--- config.mk ---
export PLATFORM = sky130hd
export DESIGN_NAME = edge_bbox_tracker
export DESIGN_NICKNAME = d
export VERILOG_FILES = /design/src/rtl/edge_bbox_tracker.sv
export SDC_FILE = /design/constraint.sdc
export NUM_CORES = 1
export LEC_CHECK = 0
export ABC_AREA = 1
export BUFFER_PORTS_ARGS = -buffer_cell sky130_fd_sc_hd__buf_2
export CORE_MARGIN = 5
export CORE_UTILIZATION = 55
export CTS_CLUSTER_SIZE = 8
export DETAILED_ROUTE_END_ITERATION = 10
export PLACE_DENSITY = 0.75
export SETUP_SLACK_MARGIN = 0.15
export SLEW_MARGIN = 20
export SYNTH_ARGS = -nofsm -noshare
export SYNTH_HDL_FRONTEND = slang
export SYNTH_SLANG_ARGS = --single-unit
--- constraint.sdc ---
create_clock -name clk -period 23.5 [get_ports clk]
set_input_delay 4.7 -clock clk [delete_from_list [all_inputs] [get_ports clk]]
set_output_delay 4.7 -clock clk [all_outputs]
set_load 0.01 [all_outputs]
--- src/rtl/edge_bbox_tracker.sv ---
// Edge bounding-box tracker: forwards an Avalon-ST video stream with one
// cycle of latency, tracks the box and count of above-threshold edge pixels
// per frame, and optionally draws the previous frame's box onto the output.
module edge_bbox_tracker #(
  parameter int unsigned IMAGE_W = 640,
  parameter int unsigned IMAGE_H = 480,
  parameter int unsigned COORD_W = 11
) (
  input  logic        clk,
  input  logic        reset,
  input  logic [23:0] sink_data,
  input  logic        sink_valid,
  output logic        sink_ready,
  input  logic        sink_sop,
  input  logic        sink_eop,
  output logic [23:0] source_data,
  output logic        source_valid,
  input  logic        source_ready,
  output logic        source_sop,
  output logic        source_eop,
  input  logic        s_chipselect,
  input  logic        s_read,
  input  logic        s_write,
  input  logic [2:0]  s_address,
  input  logic [31:0] s_writedata,
  output logic [31:0] s_readdata
);

  localparam logic [COORD_W-1:0] XLast = COORD_W'(IMAGE_W - 1);
  localparam logic [COORD_W-1:0] YEnd  = COORD_W'(IMAGE_H);

  logic [1:0]         r_ctrl;
  logic [7:0]         r_thresh;
  logic               r_in_pkt, r_is_video;
  logic [COORD_W-1:0] r_x, r_y;
  logic [COORD_W-1:0] r_min_x, r_max_x, r_min_y, r_max_y;
  logic [31:0]        r_hits;
  logic [COORD_W-1:0] r_bb_min_x, r_bb_max_x, r_bb_min_y, r_bb_max_y;
  logic [31:0]        r_bb_hits;
  logic               r_valid, r_done;
  logic [15:0]        r_frame_count;

  logic               w_xfer, w_pixel, w_video_sop, w_hit, w_latch, w_ovl;
  logic               w_rd, w_wr;
  logic [COORD_W-1:0] w_min_x, w_max_x, w_min_y, w_max_y;
  logic [31:0]        w_hits;
  logic [31:0]        w_rdata;

  assign sink_ready  = source_ready | ~source_valid;
  assign w_xfer      = sink_valid & sink_ready;
  assign w_video_sop = w_xfer & sink_sop & (sink_data[3:0] == 4'h0);
  assign w_pixel     = w_xfer & ~sink_sop & r_in_pkt & r_is_video;
  assign w_hit       = w_pixel & r_ctrl[0] & (r_y < YEnd) & (sink_data[7:0] >= r_thresh);
  // Latch on the eop of a video packet, including a header-only packet.
  assign w_latch     = r_ctrl[0] & w_xfer & sink_eop & (w_video_sop | w_pixel);
  assign w_rd        = s_chipselect & s_read;
  assign w_wr        = s_chipselect & s_write;

  // Next-state of the running per-frame statistics, including the current beat.
  always_comb begin
    w_min_x = r_min_x;
    w_max_x = r_max_x;
    w_min_y = r_min_y;
    w_max_y = r_max_y;
    w_hits  = r_hits;
    if (w_video_sop) begin
      w_min_x = '1;
      w_max_x = '0;
      w_min_y = '1;
      w_max_y = '0;
      w_hits  = '0;
    end else if (w_hit) begin
      if (r_x < r_min_x) w_min_x = r_x;
      if (r_x > r_max_x) w_max_x = r_x;
      if (r_y < r_min_y) w_min_y = r_y;
      if (r_y > r_max_y) w_max_y = r_y;
      if (r_hits != '1) w_hits = r_hits + 32'd1;
    end
  end

  // Overlay decision: current pixel lies on the latched box perimeter.
  always_comb begin
    w_ovl = 1'b0;
    if (w_pixel && r_ctrl[1] && r_valid) begin
      if (((r_x == r_bb_min_x) || (r_x == r_bb_max_x)) &&
          (r_y >= r_bb_min_y) && (r_y <= r_bb_max_y)) begin
        w_ovl = 1'b1;
      end
      if (((r_y == r_bb_min_y) || (r_y == r_bb_max_y)) &&
          (r_x >= r_bb_min_x) && (r_x <= r_bb_max_x)) begin
        w_ovl = 1'b1;
      end
    end
  end

  // Register read mux.
  always_comb begin
    w_rdata = '0;
    case (s_address)
      3'd0:    w_rdata = {30'd0, r_ctrl};
      3'd1:    w_rdata = {24'd0, r_thresh};
      3'd2:    w_rdata = (32'(r_bb_max_x) << 16) | 32'(r_bb_min_x);
      3'd3:    w_rdata = (32'(r_bb_max_y) << 16) | 32'(r_bb_min_y);
      3'd4:    w_rdata = r_bb_hits;
      3'd5:    w_rdata = {r_valid, 14'd0, r_done, r_frame_count};
      default: w_rdata = '0;
    endcase
  end

  // Output register stage; holds while stalled.
  always_ff @(posedge clk or posedge reset) begin
    if (reset) begin
      source_valid <= 1'b0;
      source_sop   <= 1'b0;
      source_eop   <= 1'b0;
      source_data  <= '0;
    end else if (w_xfer) begin
      source_valid <= 1'b1;
      source_sop   <= sink_sop;
      source_eop   <= sink_eop;
      source_data  <= w_ovl ? 24'hFF0000 : sink_data;
    end else if (source_ready) begin
      source_valid <= 1'b0;
    end
  end

  // Packet parser: packet type and pixel coordinates.
  always_ff @(posedge clk or posedge reset) begin
    if (reset) begin
      r_in_pkt   <= 1'b0;
      r_is_video <= 1'b0;
      r_x        <= '0;
      r_y        <= '0;
    end else if (w_xfer) begin
      if (sink_sop) begin
        r_in_pkt   <= ~sink_eop;
        r_is_video <= (sink_data[3:0] == 4'h0);
        r_x        <= '0;
        r_y        <= '0;
      end else if (r_in_pkt) begin
        if (sink_eop) r_in_pkt <= 1'b0;
        if (r_x == XLast) begin
          r_x <= '0;
          // Hold y past the frame so a runaway packet cannot wrap back in.
          if (r_y < YEnd) r_y <= r_y + 1'b1;
        end else begin
          r_x <= r_x + 1'b1;
        end
      end
    end
  end

  // Running stats and latched frame results.
  always_ff @(posedge clk or posedge reset) begin
    if (reset) begin
      r_min_x       <= '0;
      r_max_x       <= '0;
      r_min_y       <= '0;
      r_max_y       <= '0;
      r_hits        <= '0;
      r_bb_min_x    <= '0;
      r_bb_max_x    <= '0;
      r_bb_min_y    <= '0;
      r_bb_max_y    <= '0;
      r_bb_hits     <= '0;
      r_valid       <= 1'b0;
      r_done        <= 1'b0;
      r_frame_count <= '0;
    end else begin
      r_min_x <= w_min_x;
      r_max_x <= w_max_x;
      r_min_y <= w_min_y;
      r_max_y <= w_max_y;
      r_hits  <= w_hits;
      if (w_latch) begin
        r_bb_min_x    <= w_min_x;
        r_bb_max_x    <= w_max_x;
        r_bb_min_y    <= w_min_y;
        r_bb_max_y    <= w_max_y;
        r_bb_hits     <= w_hits;
        r_valid       <= (w_hits != 32'd0);
        r_frame_count <= r_frame_count + 16'd1;
      end
      // Set from a latch wins over clear-on-read.
      if (w_latch) begin
        r_done <= 1'b1;
      end else if (w_rd && (s_address == 3'd5)) begin
        r_done <= 1'b0;
      end
    end
  end

  // Control registers and registered read data.
  always_ff @(posedge clk or posedge reset) begin
    if (reset) begin
      r_ctrl     <= 2'b01;
      r_thresh   <= 8'h80;
      s_readdata <= '0;
    end else begin
      if (w_wr && (s_address == 3'd0)) r_ctrl   <= s_writedata[1:0];
      if (w_wr && (s_address == 3'd1)) r_thresh <= s_writedata[7:0];
      if (w_rd) s_readdata <= w_rdata;
    end
  end

endmodule

**Yosys cells after proc, flatten, opt, wreduce, memory -nomap -nowiden**

Cells that the tools add are included.

- Logic and storage cells: 126
- Output and inout port bits: 60
- Flip-flop bits (word level): 263
- Bits of input ports: 68

- Add/subtract/negate cells: 4
- Bitwise operators: 21
- Multiplexer cells: 34
- Equality and inequality tests: 11
- Reductions and logical operators: 22
- Order comparisons: 10

Operators by type and width:

| operator | count |
|---|---|
| $mux W11 | 19 |
| $pmux W32 S6 | 1 |
| $mux W32 | 3 |
| $or A27 B11 Y27 | 2 |
| $eq A11 B11 Y1 | 4 |
| $add A32 B1 Y32 const B | 1 |
| $ne A32 B32 Y1 const B | 1 |
| $reduce_bool A32 Y1 | 1 |
| $mux W24 | 1 |
| $add A11 B1 Y11 const B | 2 |
| $ge A11 B11 Y1 | 2 |
| $gt A11 B11 Y1 | 2 |
| $le A11 B11 Y1 | 2 |
| $lt A11 B11 Y1 | 2 |
| $add A16 B1 Y16 const B | 1 |
| $and A1 B1 Y1 | 14 |
| $eq A11 B10 Y1 const B | 1 |
| $lt A11 B9 Y1 const B | 1 |
| $mux W1 | 10 |
| $reduce_bool A2 Y1 | 5 |
| $logic_and A1 B1 Y1 | 9 |
| $ge A8 B8 Y1 | 1 |
| $eq A3 B2 Y1 const B | 2 |
| $eq A3 B3 Y1 const B | 2 |
| 8 further kinds | 13 |

**Logic depth before layout (Yosys ltp)**

Gate-level depths: netlist (run 1).

- Depth in word-level cells: 12
- Mapped depth: 21
- Gate-level depth less buffers: 20

**Least setup slack after synthesis (run 1)**

Ideal clock, no wire load.

- Kind: input -> output
- From: input source_ready
- To: output sink_ready
- Cell stages on the path: 2
- Data arrival time: 4.847 ns
- Required time: 18.800 ns
- Setup slack: 13.953 ns
- Path through: inv_1 nand2_4

- Word-level cells in the longest chain between the ends: 1

Ends and longest elaborated chain:

| item | RTL line | text |
|---|---|---|
| from (decl) | 18 | `input logic source_ready,` |
| $or A1 B1 Y1 | 49 | `assign sink_ready = source_ready \| ~source_valid;` |
| to (decl) | 13 | `output logic sink_ready,` |

No other way between the ends.

**Final worst setup path (run 1)**

Same ends and word-level chain as after synthesis.

==> results of run 1 <==
[power by group through the flow]
stage	Sequential, W	Combinational [W]	Clock, W
after CTS	0.000532	0.000211	0.000505
after global routing	0.000539	0.000242	0.000526
after floorplan	0.000536	0.000143	0
final	0.000533	0.000211	0.000499
after detailed placement	0.000539	0.000210	0
after global placement	0.000538	0.000203	0
[critical path, delay by kind of cell]
kind,cells,cell delay [ns]
simple gates,1,0.08
buf+inv,3,0.33
[per-layer routing]
metal	wire (um)	track usage (%)	up-vias
li1	-	-	6361
met1	17630	35.97	6259
met2	19170	44.47	420
met3	2509	4.907	106
met4	1428	9.502	6
met5	28	0	-
[layout make-up]
| type | instances | area (sq um) |
|---|---|---|
| fillers | 2360 | 10100 |
| inverters | 249 | 945.9 |
| diodes | 1 | 2.502 |
| multi-input cells | 1312 | 6930 |
| flip-flops and latches | 263 | 6584 |
| clock buffers | 47 | 1006 |
| well taps | 341 | 426.7 |
| clock inverters | 5 | 68.82 |
| repair buffers | 112 | 583.1 |
[stage by stage]
step / utilization [%] / cell area (sq um) / setup WS [ns] / power [W]
3_5_place_dp: 58.04 / 15470 / 13.70 / 0.0007481
5_1_grt: 62.09 / 16550 / 13.66 / 0.001307
3_3_place_gp: 58.04 / 15470 / 13.70 / 0.0007402
6_report: 62.09 / 16550 / 13.69 / 0.001244
4_1_cts: 62.08 / 16540 / 13.69 / 0.001248
2_1_floorplan: - / 14740 / 11.56 / 0.0006788
[registers in the layout, indices dropped and copies added, names as in the netlist, 16 cells and up]
signal         flops
r_hits            32
r_frame_count     16
r_bb_hits         32
source_data       24
s_readdata        32
[worst paths after layout]
check	start	end	cells past startpoint
worst max-delay path	source_ready	sink_ready	4
worst min-delay path	source_data[4]$_DFFE_PP0N_	source_data[4]$_DFFE_PP0N_	2
worst max register to register	r_thresh[7]$_DFFE_PP1P_	r_bb_min_y[5]$_DFFE_PP0P_	11
worst min register to register	source_data[4]$_DFFE_PP0N_	source_data[4]$_DFFE_PP0N_	2
max in group asynchronous	reset	r_hits[29]$_DFF_PP0_	3
min in group asynchronous	reset	source_data[7]$_DFFE_PP0N_	2
[cells by family (layout without fill, tap and decap cells)]
group,after synthesis,after routing,synth area share (%)
fa+ha+maj,98,98,8.317
xor+xnor,26,26,1.545
compound gates,368,368,13.74
other cells,0,1,0
flops,263,263,44.66
buf+inv,315,413,8.402
simple gates,820,820,23.34
[synthesized netlist by cell type (4+ instances only)]
cell	number
a21oi_1	116
a221oi_1	6
buf_1	5
buf_2	19
clkbuf_1	37
dfrtp_1	261
ha_1	98
inv_1	241
inv_2	5
nand2_1	520
nand3_1	103
nand4_1	28
nor2_1	125
nor2_2	4
nor3_1	15
nor4_1	6
o2111ai_1	7
o211ai_1	25
o21ai_0	176
o22ai_1	23
xor2_1	24
==> flow_metrics.py, run 1 <==
metrics = {
    "synthesis": {
        "synth.top_cells.by_area": "dfrtp_1, nand2_1, ha_1",
        "synth_area_leader_cell": "dfrtp_1",
        "synthArstFlopShare_pct": 100.0,
        "synth-seq-area-share_pct": 44.66,
        "syn_area_sq_mm": 0.01474,
        "synth_ff_type": "dfrtp_1",
        "syn_nets": 2056,
        "synth_edf_count": 0,
        "synth.top_cell.area_share_pct": 44.30,
        "yosys_warnings": 0,
        "synth_cell_type_count": 46,
        "synthesis.instances": 1890,
        "synth-seq-cells": 263,
        "avgSynthCellArea_sq_um": 7.800,
    },
    "power": {
        "power_frac_seq_pct": 42.9,
        "p_leak_nw": 8.611,
        "p_per_area_mw_per_mm2": 75.15,
        "p_comb_share_pct": 17.0,
        "irDropWorstVdd_mv": 0.07142,
        "p_int_w": 0.0008695,
        "p_clk_share_pct": 40.1,
        "switching_power_w": 0.0003741,
        "sw_frac_of_total_pct": 30.08,
    },
    "grt": {
        "grtUsageTotal_pct": 26.96,
        "overflow": 0,
        "grt_first_pass_wirelength_um": 66670,
        "antenna_found_initial": 4,
        "grt_max_degree": 125,
        "grt_pass1_vias": 12970,
    },
    "timing": {
        "fin_crit_sh_pct": 41.73,
        "drv_slew": 0,
        "hold_viol": 0,
        "tns_ns": 0,
        "grt_setup_unrepaired": "false",
        "finalSetupViolations": 0,
        "worst_pin_slew_ns": 0.9570,
        "slew_headroom_pct": 36.13,
        "fmax_mhz": 102.0,
        "whs_ns": 0.4706,
        "period_needed_ns": 9.806,
        "fin_skew_ns": 0.02090,
    },
    "die": {
        "die_x_um": 173.7,
        "boundaryPins": 128,
        "core_area_sq_mm": 0.02665,
        "die_h_um": 173.7,
        "die-area_sq_mm": 0.03018,
        "start_util_pct": 55.32,
        "rows": 60,
    },
    "setup_path": {
        "cp-end-kind": "output pin",
        "worstPathArrival_ns": 5.11,
        "critPathMaxStageDelay_ns": 0.15,
        "critPathMaxFanout": 5,
        "critPathSlowestCell": "buf_2",
        "path_cells": "buf_2, inv_1, nand2_4, buf_2",
        "path_class": "in2out",
        "cp-start-kind": "input port",
        "cpMostUsedCell": "buf_2",
        "reg2reg_slack_ns": 20.00,
        "required_ns": 18.80,
    },
    "cts": {
        "clk_path_buf_depth": 3,
        "htreeDepth": 2,
        "clkLatencyLatePin_ns": 0.53,
        "cts_resized": 0,
        "clk_pin_slew_ns": 0.05,
        "numCtsBuffers": 39,
        "cts_hold_buf": 0,
        "cts_setup_buffers": 0,
        "tritoncts": "yes",
        "cts_sinks": 263,
        "cts_root_buffer": "clkbuf_16",
    },
    "placement": {
        "gp_congestion": 0.9537,
        "dpl.hpwl_um": 29500,
        "port_buffers": 103,
        "dp_cells": 2277,
    },
    "finish": {
        "drive_above_1_share_pct": 9.658,
        "final_common_cell": "nand2_1",
        "mostFrequentLayoutCells": "nand2_1, dfrtp_1, inv_1",
        "area_delta_synth_final_pct": 12.24,
        "final_cells": 2330,
        "final_nets": 2143,
    },
    "routing": {
        "drt-initial-drc-count": 1202,
        "wire_per_inst_um": 17.50,
        "drc": 0,
        "drt_first_pass_iters": 5,
        "ant_nets": 0,
        "vias": 13150,
        "vias_per_cell": 5.645,
        "totalWireLength_um": 40770,
    },
    "min_path": {
        "hold_class": "reg2reg",
    },
    "outcome": {
        "outcome": "completed",
    },
    "job": {
        "maxCapViolCount": 0,
    },
}
No activity file was read; power rests on OpenSTA's default activity.
==> run 2: changes to the inputs <==
- clock period: 23.5 -> 9.08 ns (I/O delays scaled with it)
==> flow_metrics.py, run 2 (same netlist as run 1, synthesis figures left out) <==
metrics = {
    "routing": {
        "vias_per_cell": 5.637,
        "drt-initial-drc-count": 1096,
        "drt_first_pass_iters": 7,
        "wire_per_inst_um": 17.56,
        "totalWireLength_um": 40850,
        "ant_nets": 0,
        "drc": 0,
        "vias": 13120,
    },
    "setup_path": {
        "path_cells": "buf_2, ha_1, a21o_1, nor2_1, nand3_1, nand2_2, nand2_1, nand3_1, nand2_1, nor2_1, nand2_1, nor2_1, nand2_1, nand2_1, nand2_1",
        "critPathSlowestCell": "nand2_2",
        "r2r_end": "r_valid$_DFFE_PP0P_",
        "cp-start-kind": "input port",
        "cp-end-kind": "register",
        "reg2reg_slack_ns": 5.41,
        "reg2reg_depth": 15,
        "critPathMaxFanout": 33,
        "path_class": "in2reg",
        "cpMostUsedCell": "nand2_1",
        "cp_top_family": "simple AND/OR/NAND/NOR gates",
        "timing.rr.start": "r_thresh[7]$_DFFE_PP1P_",
        "critPathMaxStageDelay_ns": 0.82,
        "worstPathArrival_ns": 4.91,
        "path_buf_inv": 1,
        "required_ns": 9.48,
    },
    "die": {
        "start_util_pct": 55.32,
        "boundaryPins": 128,
        "die_h_um": 173.7,
        "core_area_sq_mm": 0.02665,
        "rows": 60,
        "die-area_sq_mm": 0.03018,
        "die_x_um": 173.7,
    },
    "min_path": {
        "hold_class": "reg2reg",
        "hold_end": "source_data[15]$_DFFE_PP0N_",
        "holdPathStages": 2,
        "hp-start": "source_data[15]$_DFFE_PP0N_",
    },
    "finish": {
        "final_common_cell": "nand2_1",
        "mostFrequentLayoutCells": "nand2_1, dfrtp_1, inv_1",
        "largest_registers": "r_bb_hits (32), r_hits (32), s_readdata (32)",
        "area_delta_synth_final_pct": 12.10,
        "final_cells": 2327,
        "num_antenna_cells": 0,
        "drive_above_1_share_pct": 9.617,
        "fillCellCount": 2309,
        "final_nets": 2143,
    },
    "timing": {
        "hold_viol": 0,
        "drv_slew": 0,
        "period_needed_ns": 4.515,
        "finalSetupViolations": 0,
        "fin_skew_ns": 0.01607,
        "fin_crit_sh_pct": 49.72,
        "slew_headroom_pct": 37.24,
        "tns_ns": 0,
        "grt_setup_unrepaired": "false",
        "fmax_mhz": 221.5,
        "worst_pin_slew_ns": 0.9414,
        "setup_ws_ns": 4.565,
    },
    "grt": {
        "grt_pass1_vias": 12850,
        "antenna_found_initial": 1,
        "overflow": 0,
        "grt_max_degree": 87,
        "grtUsageTotal_pct": 27.06,
        "grt_first_pass_wirelength_um": 66780,
    },
    "job": {
        "maxCapViolCount": 0,
    },
    "cts": {
        "htreeDepth": 2,
        "cts_hold_buf": 0,
        "cts_sinks": 263,
        "tritoncts": "yes",
        "cts_resized": 0,
        "clkLatencyLatePin_ns": 0.52,
        "cts_root_buffer": "clkbuf_16",
        "clk_path_buf_depth": 3,
        "numCtsBuffers": 38,
        "clk_pin_slew_ns": 0.05,
        "cts_setup_buffers": 0,
    },
    "placement": {
        "post-place-ws_ns": 3.772,
        "gp_congestion": 0.9339,
        "dp_cells": 2278,
        "dpl.hpwl_um": 29530,
        "port_buffers": 103,
    },
    "power": {
        "p_leak_nw": 8.599,
        "irDropWorstVdd_mv": 0.1344,
        "p_per_area_mw_per_mm2": 193.6,
    },
    "outcome": {
        "outcome": "completed",
    },
}
==> run 2: worst max-delay path by stage <==
stage                 start                       end  slack [ns]  cells after the start
4_1_cts        sink_data[7]       r_valid$_DFFE_PP0P_        4.30                     15
3_3_place_gp   sink_data[5]       r_valid$_DFFE_PP0P_        3.79                     16
5_1_grt        sink_data[7]       r_valid$_DFFE_PP0P_        4.34                     17
3_5_place_dp   sink_data[7]       r_valid$_DFFE_PP0P_        3.77                     15
6_report       sink_data[7]       r_valid$_DFFE_PP0P_        4.56                     15
2_1_floorplan         reset  r_bb_hits[0]$_DFFE_PP0P_        3.80                      1
==> run 2: report_power, final <==
part	switching [W]	internal, W	total (W)
registers	0.0000913	0.00129	0.00138
logic	0.000363	0.000183	0.000545
clock network	0.000502	0.000768	0.00127
==> run 2: metrics by stage <==
stage / hold WS [ns] / total power (W) / util, % / cell area (sq um)
after global routing: 0.4919 / 0.003365 / 62.01 / 16530
final: 0.4726 / 0.003199 / 62.01 / 16530
after global placement: 0.4599 / 0.001917 / 58.03 / 15460
after CTS: 0.4740 / 0.003212 / 62.00 / 16520
after floorplan: 0.4420 / 0.001757 / - / 14750
after detailed placement: 0.4599 / 0.001938 / 58.10 / 15480
==> run 2: per-layer routing <==
metal,up-vias,global-route usage [%],share of wire [%]
met2,474,43.07,45
met5,-,0,0.017
met3,107,5.627,7.6
li1,6361,-,-
met4,2,10.46,3.9
met1,6173,36.63,43
==> run 2: cell type report <==
class	count	area (sq um)	share of cell area, %
flip-flops and latches	263	6584	39.84
multi-input cells	1312	6933	41.95
well taps	341	426.7	2.582
inverters	249	942.2	5.701
clock buffers	47	1006	6.087
clock inverters	2	32.53	0.1968
repair buffers	113	603.1	3.649
==> run 2: worst register-to-register path: cells and delay by family, from the launching register on <==
| family | cells | cell delay, ns |
|---|---|---|
| buf+inv | 1 | 0.06 |
| fa+ha+maj | 1 | 0.30 |
| compound gates | 1 | 0.18 |
| simple gates | 12 | 2.49 |
| flops | 1 | 0.51 |
